==> src/rtl/ofdm_frame_sched.sv <==
// ofdm_frame_sched
// Replays stored 2-bit QPSK symbols from a synchronous-read buffer into the
// OFDM chain's Wishbone-style input. It sends one frame of frm_len symbols at
// a time, for n_frm frames. After each frame it waits for the chain's output
// cycle (sink_cyc) to fall, then idles for GAP cycles before the next frame.
//
// Ports
//   clk, rst            clock, synchronous active-high reset
//   start               one-cycle burst request (honoured only when idle)
//   frm_len, n_frm      symbols per frame / frames per burst (latched on start)
//   mem_addr, mem_dat   buffer read port (data returns one cycle after addr)
//   DAT_O, WE_O, STB_O, CYC_O, ACK_I   master side of the OFDM input port
//   sink_cyc            CYC of the chain's final output; falling edge = frame done
//   busy, done          not-idle flag / one-cycle end-of-burst pulse
//   frm_cnt             frames completed in the current burst
//   err                 sticky watchdog flag, cleared by an accepted start
module ofdm_frame_sched #(
  parameter int AW   = 12,
  parameter int GAP  = 30,
  parameter int TO_W = 16
) (
  input  logic          clk,
  input  logic          rst,
  input  logic          start,
  input  logic [AW-1:0] frm_len,
  input  logic [7:0]    n_frm,
  output logic [AW-1:0] mem_addr,
  input  logic [1:0]    mem_dat,
  output logic [1:0]    DAT_O,
  output logic          WE_O,
  output logic          STB_O,
  output logic          CYC_O,
  input  logic          ACK_I,
  input  logic          sink_cyc,
  output logic          busy,
  output logic          done,
  output logic [7:0]    frm_cnt,
  output logic          err
);

  localparam int GW = (GAP > 1) ? $clog2(GAP) : 1;

  typedef enum logic [2:0] {
    S_IDLE, S_FETCH, S_SEND, S_WAIT_END, S_GAPW, S_DONE
  } state_t;

  state_t          state_q, state_d;
  logic [AW-1:0]   len_q, len_d;
  logic [7:0]      nfrm_q, nfrm_d;
  logic [7:0]      cnt_q, cnt_d;
  logic            err_q, err_d;
  logic [AW-1:0]   base_q, base_d;
  logic [AW-1:0]   idx_q, idx_d;
  logic            fin_q, fin_d;
  logic            sink_q, sink_d;
  logic [TO_W-1:0] wd_q, wd_d;
  logic [GW-1:0]   gap_q, gap_d;

  logic            stb;
  logic            accept;
  logic            fall;
  logic [TO_W-1:0] wd_inc;
  logic [7:0]      cnt_inc;

  assign stb     = (state_q == S_SEND);
  assign accept  = stb & ACK_I;
  assign fall    = sink_q & ~sink_cyc;
  assign wd_inc  = wd_q + TO_W'(1);
  // frm_cnt never runs past the latched frame count.
  assign cnt_inc = (cnt_q != nfrm_q) ? cnt_q + 8'd1 : cnt_q;

  always_comb begin
    state_d  = state_q;
    len_d    = len_q;
    nfrm_d   = nfrm_q;
    cnt_d    = cnt_q;
    err_d    = err_q;
    base_d   = base_q;
    idx_d    = idx_q;
    fin_d    = fin_q;
    sink_d   = sink_cyc;
    wd_d     = wd_q;
    gap_d    = gap_q;
    mem_addr = '0;

    // A sink_cyc fall is only meaningful while a frame is in flight.
    if ((state_q == S_SEND || state_q == S_WAIT_END) && fall) fin_d = 1'b1;

    case (state_q)
      S_IDLE: begin
        if (start) begin
          len_d   = frm_len;
          nfrm_d  = n_frm;
          cnt_d   = '0;
          err_d   = 1'b0;
          base_d  = '0;
          idx_d   = '0;
          fin_d   = 1'b0;
          wd_d    = '0;
          gap_d   = '0;
          state_d = (frm_len == '0 || n_frm == '0) ? S_DONE : S_FETCH;
        end
      end
      S_FETCH: begin
        mem_addr = base_q;
        state_d  = S_SEND;
      end
      S_SEND: begin
        // Look one word ahead on accept so back-to-back ACKs stream 1 word/cycle;
        // with ACK low the address (and hence the returned word) holds.
        mem_addr = base_q + idx_q + {{(AW-1){1'b0}}, accept};
        if (accept) begin
          if (idx_q == len_q - AW'(1)) begin
            idx_d   = '0;
            base_d  = base_q + len_q;
            wd_d    = '0;
            state_d = S_WAIT_END;
          end else begin
            idx_d = idx_q + AW'(1);
          end
        end
      end
      S_WAIT_END: begin
        // A fall landing on the expiry cycle wins: normal completion, no err.
        if (fin_q || fall) begin
          fin_d   = 1'b0;
          cnt_d   = cnt_inc;
          gap_d   = '0;
          state_d = S_GAPW;
        end else if (wd_inc == '1) begin
          err_d   = 1'b1;
          cnt_d   = cnt_inc;
          gap_d   = '0;
          state_d = S_GAPW;
        end else begin
          wd_d = wd_inc;
        end
      end
      S_GAPW: begin
        if (gap_q == GW'(GAP - 1)) begin
          gap_d   = '0;
          state_d = (cnt_q == nfrm_q) ? S_DONE : S_FETCH;
        end else begin
          gap_d = gap_q + GW'(1);
        end
      end
      S_DONE: state_d = S_IDLE;
      default: state_d = S_IDLE;
    endcase
  end

  always_ff @(posedge clk) begin
    if (rst) begin
      state_q <= S_IDLE;
      len_q   <= '0;
      nfrm_q  <= '0;
      cnt_q   <= '0;
      err_q   <= 1'b0;
      base_q  <= '0;
      idx_q   <= '0;
      fin_q   <= 1'b0;
      sink_q  <= 1'b0;
      wd_q    <= '0;
      gap_q   <= '0;
    end else begin
      state_q <= state_d;
      len_q   <= len_d;
      nfrm_q  <= nfrm_d;
      cnt_q   <= cnt_d;
      err_q   <= err_d;
      base_q  <= base_d;
      idx_q   <= idx_d;
      fin_q   <= fin_d;
      sink_q  <= sink_d;
      wd_q    <= wd_d;
      gap_q   <= gap_d;
    end
  end

  assign STB_O   = stb;
  assign WE_O    = stb;
  assign CYC_O   = stb;
  assign DAT_O   = stb ? mem_dat : 2'b00;
  assign busy    = (state_q != S_IDLE);
  assign done    = (state_q == S_DONE);
  assign frm_cnt = cnt_q;
  assign err     = err_q;

endmodule

==> config.mk <==
export PLATFORM = sky130hd
export DESIGN_NAME = ofdm_frame_sched
export DESIGN_NICKNAME = d
export VERILOG_FILES = /design/src/rtl/ofdm_frame_sched.sv
export SDC_FILE = /design/constraint.sdc
export NUM_CORES = 1
export LEC_CHECK = 0
export CORE_ASPECT_RATIO = 0.8
export CORE_UTILIZATION = 55
export DETAILED_ROUTE_END_ITERATION = 10
export MAX_ROUTING_LAYER = met4
export PLACE_DENSITY = 0.78
export SYNTH_ARGS = -nofsm -noshare
export SYNTH_HDL_FRONTEND = slang
export SYNTH_SLANG_ARGS = --single-unit
==> constraint.sdc <==
create_clock -name clk -period 7 [get_ports clk]
set_input_delay 0.7 -clock clk [delete_from_list [all_inputs] [get_ports clk]]
set_output_delay 0.7 -clock clk [all_outputs]
set_load 0.05 [all_outputs]
# == Word-level counts from Yosys, hierarchy flattened ==
# Index checks and enable logic that the tools add are counted.
# totals
ff_bits,79
out_inout_bits,28
word_cells,102
# classes
addsub,8
n_eq_ne,18
n_mux,42
bitwise,3
n_reduce_logical,20
# op_table
cell,n
$mux W16,5
$pmux W12 S2,3
$mux W12,5
$pmux W16 S3,1
$mux W8,4
$add A12 B12 Y12,2
$mux W3,8
$mux W5,4
$add A16 B1 Y16 const B,1
$eq A16 B16 Y1 const B,1
$pmux W8 S2,1
$pmux W3 S5,1
$pmux W5 S3,1
$add A12 B1 Y12,1
$add A12 B1 Y12 const B,1
$eq A12 B12 Y1,1
$logic_not A12 Y1,1
$sub A12 B1 Y12 const B,1
$reduce_and A3 Y1,3
$reduce_bool A3 Y1,3
$add A8 B1 Y8 const B,1
$eq A8 B8 Y1,1
$logic_not A8 Y1,1
$ne A2 B2 Y1 const B,4
21 further kinds,36

# == Depth between registers and ports, before layout ==
# logic_depth
ltp_word,6
ltp_mapped,16
mapped_depth_nobuf,15

# == Worst setup path after synthesis ==
# Ideal clock, no wire load.
# synth_timing
path_type,reg2out
startpoint,register state_q[0]
endpoint,output port mem_addr[10]
arrival_ns,3.655
path_slack_ns,2.645
path_stages_with_launch,17
n_path_buf,1
cell_sequence,dfxtp_1 clkbuf_1 nor2_1 nand2_1 inv_1 nand2_1 fa_1 inv_1 fa_1 a21o_1 a21oi_1 o21bai_1 a21oi_1 o21ai_0 a31oi_1 xor2_1 o21ai_0
# synth_via
elab_chain_len,4
elab_cells_between_ends,5
cone_classes,add/sub (1); eq/ne (2); mux (1); bitwise (1)
# synth_lines
element,line_no,rtl
start: declaration,47,"state_t state_q, state_d;"
start signal: assignment,166,state_q <= state_d;
$eq A3 B2 Y1,"65, 89",
$and A1 B1 Y1,66,assign accept = stb & ACK_I;
$add A12 B1 Y12,111,"mem_addr = base_q + idx_q + {{(AW-1){1'b0}}, accept};"
$pmux W12 S2 *,89,case (state_q)
end: declaration,27,"output logic [AW-1:0] mem_addr,"
# Every way passes the cells marked *; elsewhere a longest branch is shown, timed or not.

# == Worst setup path in the final report ==
# layout_timing
startpoint,register state_q[0]
endpoint,output port mem_addr[8]
# The elaborated chain is that of the path after synthesis.

==> results.cfg <==
[worst_hold_path]
holdCritStartpoint = nfrm_q[6]
hold_end = nfrm_q[6]
whs_path_depth = 2
hold_class = flip-flop to flip-flop

[clocking]
cts_buffer_depth = 2
cts_setup_buffers = 0
clock-sinks = 79
numCtsBuffers = 9
hold_buffers = 0
clkLatencyLatePin_ns = 0.35
htree_levels = 3
cts_root_buf = clkbuf_16
clkTransAtPathRegs_ns = 0.06
cts_tree = built
postCtsResizedCells = 0

[worst_setup_path]
path_max_fanout = 21
cp-start-kind = flip-flop
worstSetupEndpointType = primary output
critPathRequiredTime_ns = 6.30
r2r-end = idx_q[11]
setup.worst_path.start = state_q[0]
critPathKind = flip-flop to primary output
r2r_setup_slack_ns = 3.27
cp.arrival_ns = 5.18
r2r_cells = 11
r2r_start = len_q[1]

[power]
power_leakage_nw = 2.244
switching_share_pct = 37.57
peakVddDrop_mv = 0.1713
p_seq_share_pct = 36.4
switchingPower_w = 0.0005517
pwr-share-clk_pct = 32.6
comb_power_share_pct = 31.1
powerDensity_nw_per_um2 = 240.8
p_int_w = 0.0009169

[grt]
grt_pass1_vias = 4725
grt_pass1_wl_um = 22690
grt_overflow_total = 0
grt.total_usage_pct = 29.58
antenna_found_initial = 0
grt_start_max_net_pins = 65

[timing]
worst_pin_slew_ns = 0.9230
finalSetupTns_ns = 0
layout_setup_ws_ns = 1.124
finClkSkew_ns = 0.007473
setup_viol = 0
period_needed_ns = 5.876
rsz0062_at_grt = no
relSlewSlack_pct = 38.46
fmax_mhz = 170.2
slew_violations = 0
report.final.hold_viol_count = 0
fin_crit_sh_pct = 83.94

[floorplan]
io_pins = 55
die_area_sq_um = 9959
rows = 31
die_h_um = 89.46
coreArea_sq_um = 9154
die_width_um = 111.3
start_util_pct = 57.45

[synthesis]
netlist_instances = 684
synth_fp_nets = 742
synth_flop_cell = dfxtp_1
synth_enable_flop_cells = 0
yosys_warnings = 0
syn-mean-instance-area_sq_um = 7.688
ys_ff_latch = 79
synth_cell_type_count = 59
ys_seq_area_share_pct = 30.07
async_flop_share_pct = 0
syn_area_sq_um = 5259

[route]
vias = 5176
ant_nets = 0
drc = 4
detail_route.wl_per_cell_um = 16.48
first_iter_violations = 378
postRouteWirelength_um = 13750
viasPerCell = 6.206
drt_first_pass_iters = 8

[run_status]
failed_checks = DRC
outcome = finished, violations left

[cells_and_area]
final_common_cell = nand2_1
final_cell_mix = nand2_1 (92), dfxtp_1 (79), nor2_1 (62)
area_delta_synth_final_pct = 15.96
finalInstanceArea_sq_um = 6098
fillCellCount = 767
nets = 772
antenna_cells = 0
drive_above_1_share_pct = 4.172

[place]
port_buffers = 54
gp_congestion = 0.8987
preCtsSetupSlack_ns = 1.569
detailed_place_hpwl_um = 9853
place_area_sq_um = 5799

[flow_run]
maxCapViolCount = 0
[sequential cells by signal (all words and copies together) (netlist names), 3 cells and up]
signal and cells:
gap_q 5, wd_q 16, len_q 12, base_q 12, state_q 3, frm_cnt 8, nfrm_q 8, idx_q 12
[worst max path at each step]
stage,endpoint,slack [ns],cells past startpoint
2_1_floorplan,mem_addr[10],2.64,16
3_3_place_gp,mem_addr[10],1.77,16
3_5_place_dp,mem_addr[8],1.57,16
4_1_cts,mem_addr[8],1.19,16
5_1_grt,mem_addr[8],0.80,16
6_report,mem_addr[8],1.12,16
[cells in the mapped netlist (all sizes together), types with 17 or more instances]
cell    count  share of area, %
nor4       17               2.1
xor2       33               5.5
nor2       62               4.4
nor3       27               2.6
ha         28               6.7
dfxtp      79                30
nand3      29               2.8
a21oi      63               6.1
nand2      92               6.6
o21ai      30               2.9
clkbuf     29               2.1
xnor2      27               4.5
[layer usage]
metal  vias to the layer above  part of all wire, %  global-route usage, %
met5                         -                    0                      -
met4                         0                  1.0                  8.968
met3                        16                  8.2                  5.153
met2                       221                   45                  47.44
met1                      2436                   46                  38.48
li1                       2503                    -                      -
[power by group through the flow]
stage | clock network [W] | registers, W | logic (W)
3_3_place_gp | 0 | 0.000538 | 0.000438
3_5_place_dp | 0 | 0.000541 | 0.000447
2_1_floorplan | 0 | 0.000522 | 0.000352
4_1_cts | 0.000484 | 0.000532 | 0.000452
6_report | 0.000478 | 0.000534 | 0.000456
5_1_grt | 0.000501 | 0.000540 | 0.000503
[worst max-delay path, stage by stage, from the launching register on]
cell and delay, ns:
dfxtp_1 0.50, nor2_1 0.11, nand2_1 0.54, inv_1 0.47, nand2_1 0.27, fa_1 0.25
inv_1 0.07, fa_1 0.39, a21o_1 0.17, a21oi_1 0.21, o21bai_1 0.10, a21oi_1 0.30
o21bai_1 0.11, a21oi_1 0.18, xor2_1 0.09, o21ai_0 0.21, clkdlybuf4s50_1 0.85
[metrics by stage]
step | total power, W | utilization (%) | hold WS, ns | instances
after CTS | 0.001468 | 66.62 | 0.4699 | 834
after global routing | 0.001543 | 66.62 | 0.4964 | 834
after global placement | 0.0009764 | 63.35 | 0.4562 | 818
after detailed placement | 0.0009886 | 63.35 | 0.4610 | 818
after floorplan | 0.0008739 | - | 0.4478 | 684
final | 0.001469 | 66.62 | 0.4722 | 834
[layout make-up]
cell class / count / area [sq um] / area share, %
Clock buffer: 10 / 229.0 / 3.755
Multi-Input combinational cell: 551 / 3456 / 56.67
Clock inverter: 6 / 70.07 / 1.149
Sequential cell: 79 / 1582 / 25.93
Timing Repair Buffer: 57 / 558.0 / 9.151
Inverter: 16 / 60.06 / 0.9848
Tap cell: 115 / 143.9 / 2.359
[kinds of logic (layout without fill, tap and decap cells)]
logic type	count (synthesis)	after routing	share of synthesized area [%]
buffers and inverters	54	89	4.211
and+or+nand+nor	290	290	26.67
adders and majority gates	31	31	7.804
muxes	7	7	1.332
DFF	79	79	30.07
xor gates and xnor gates	60	60	9.993
AOI/OAI and AO/OA	163	163	19.91
Power figures use the tool's default switching activity.
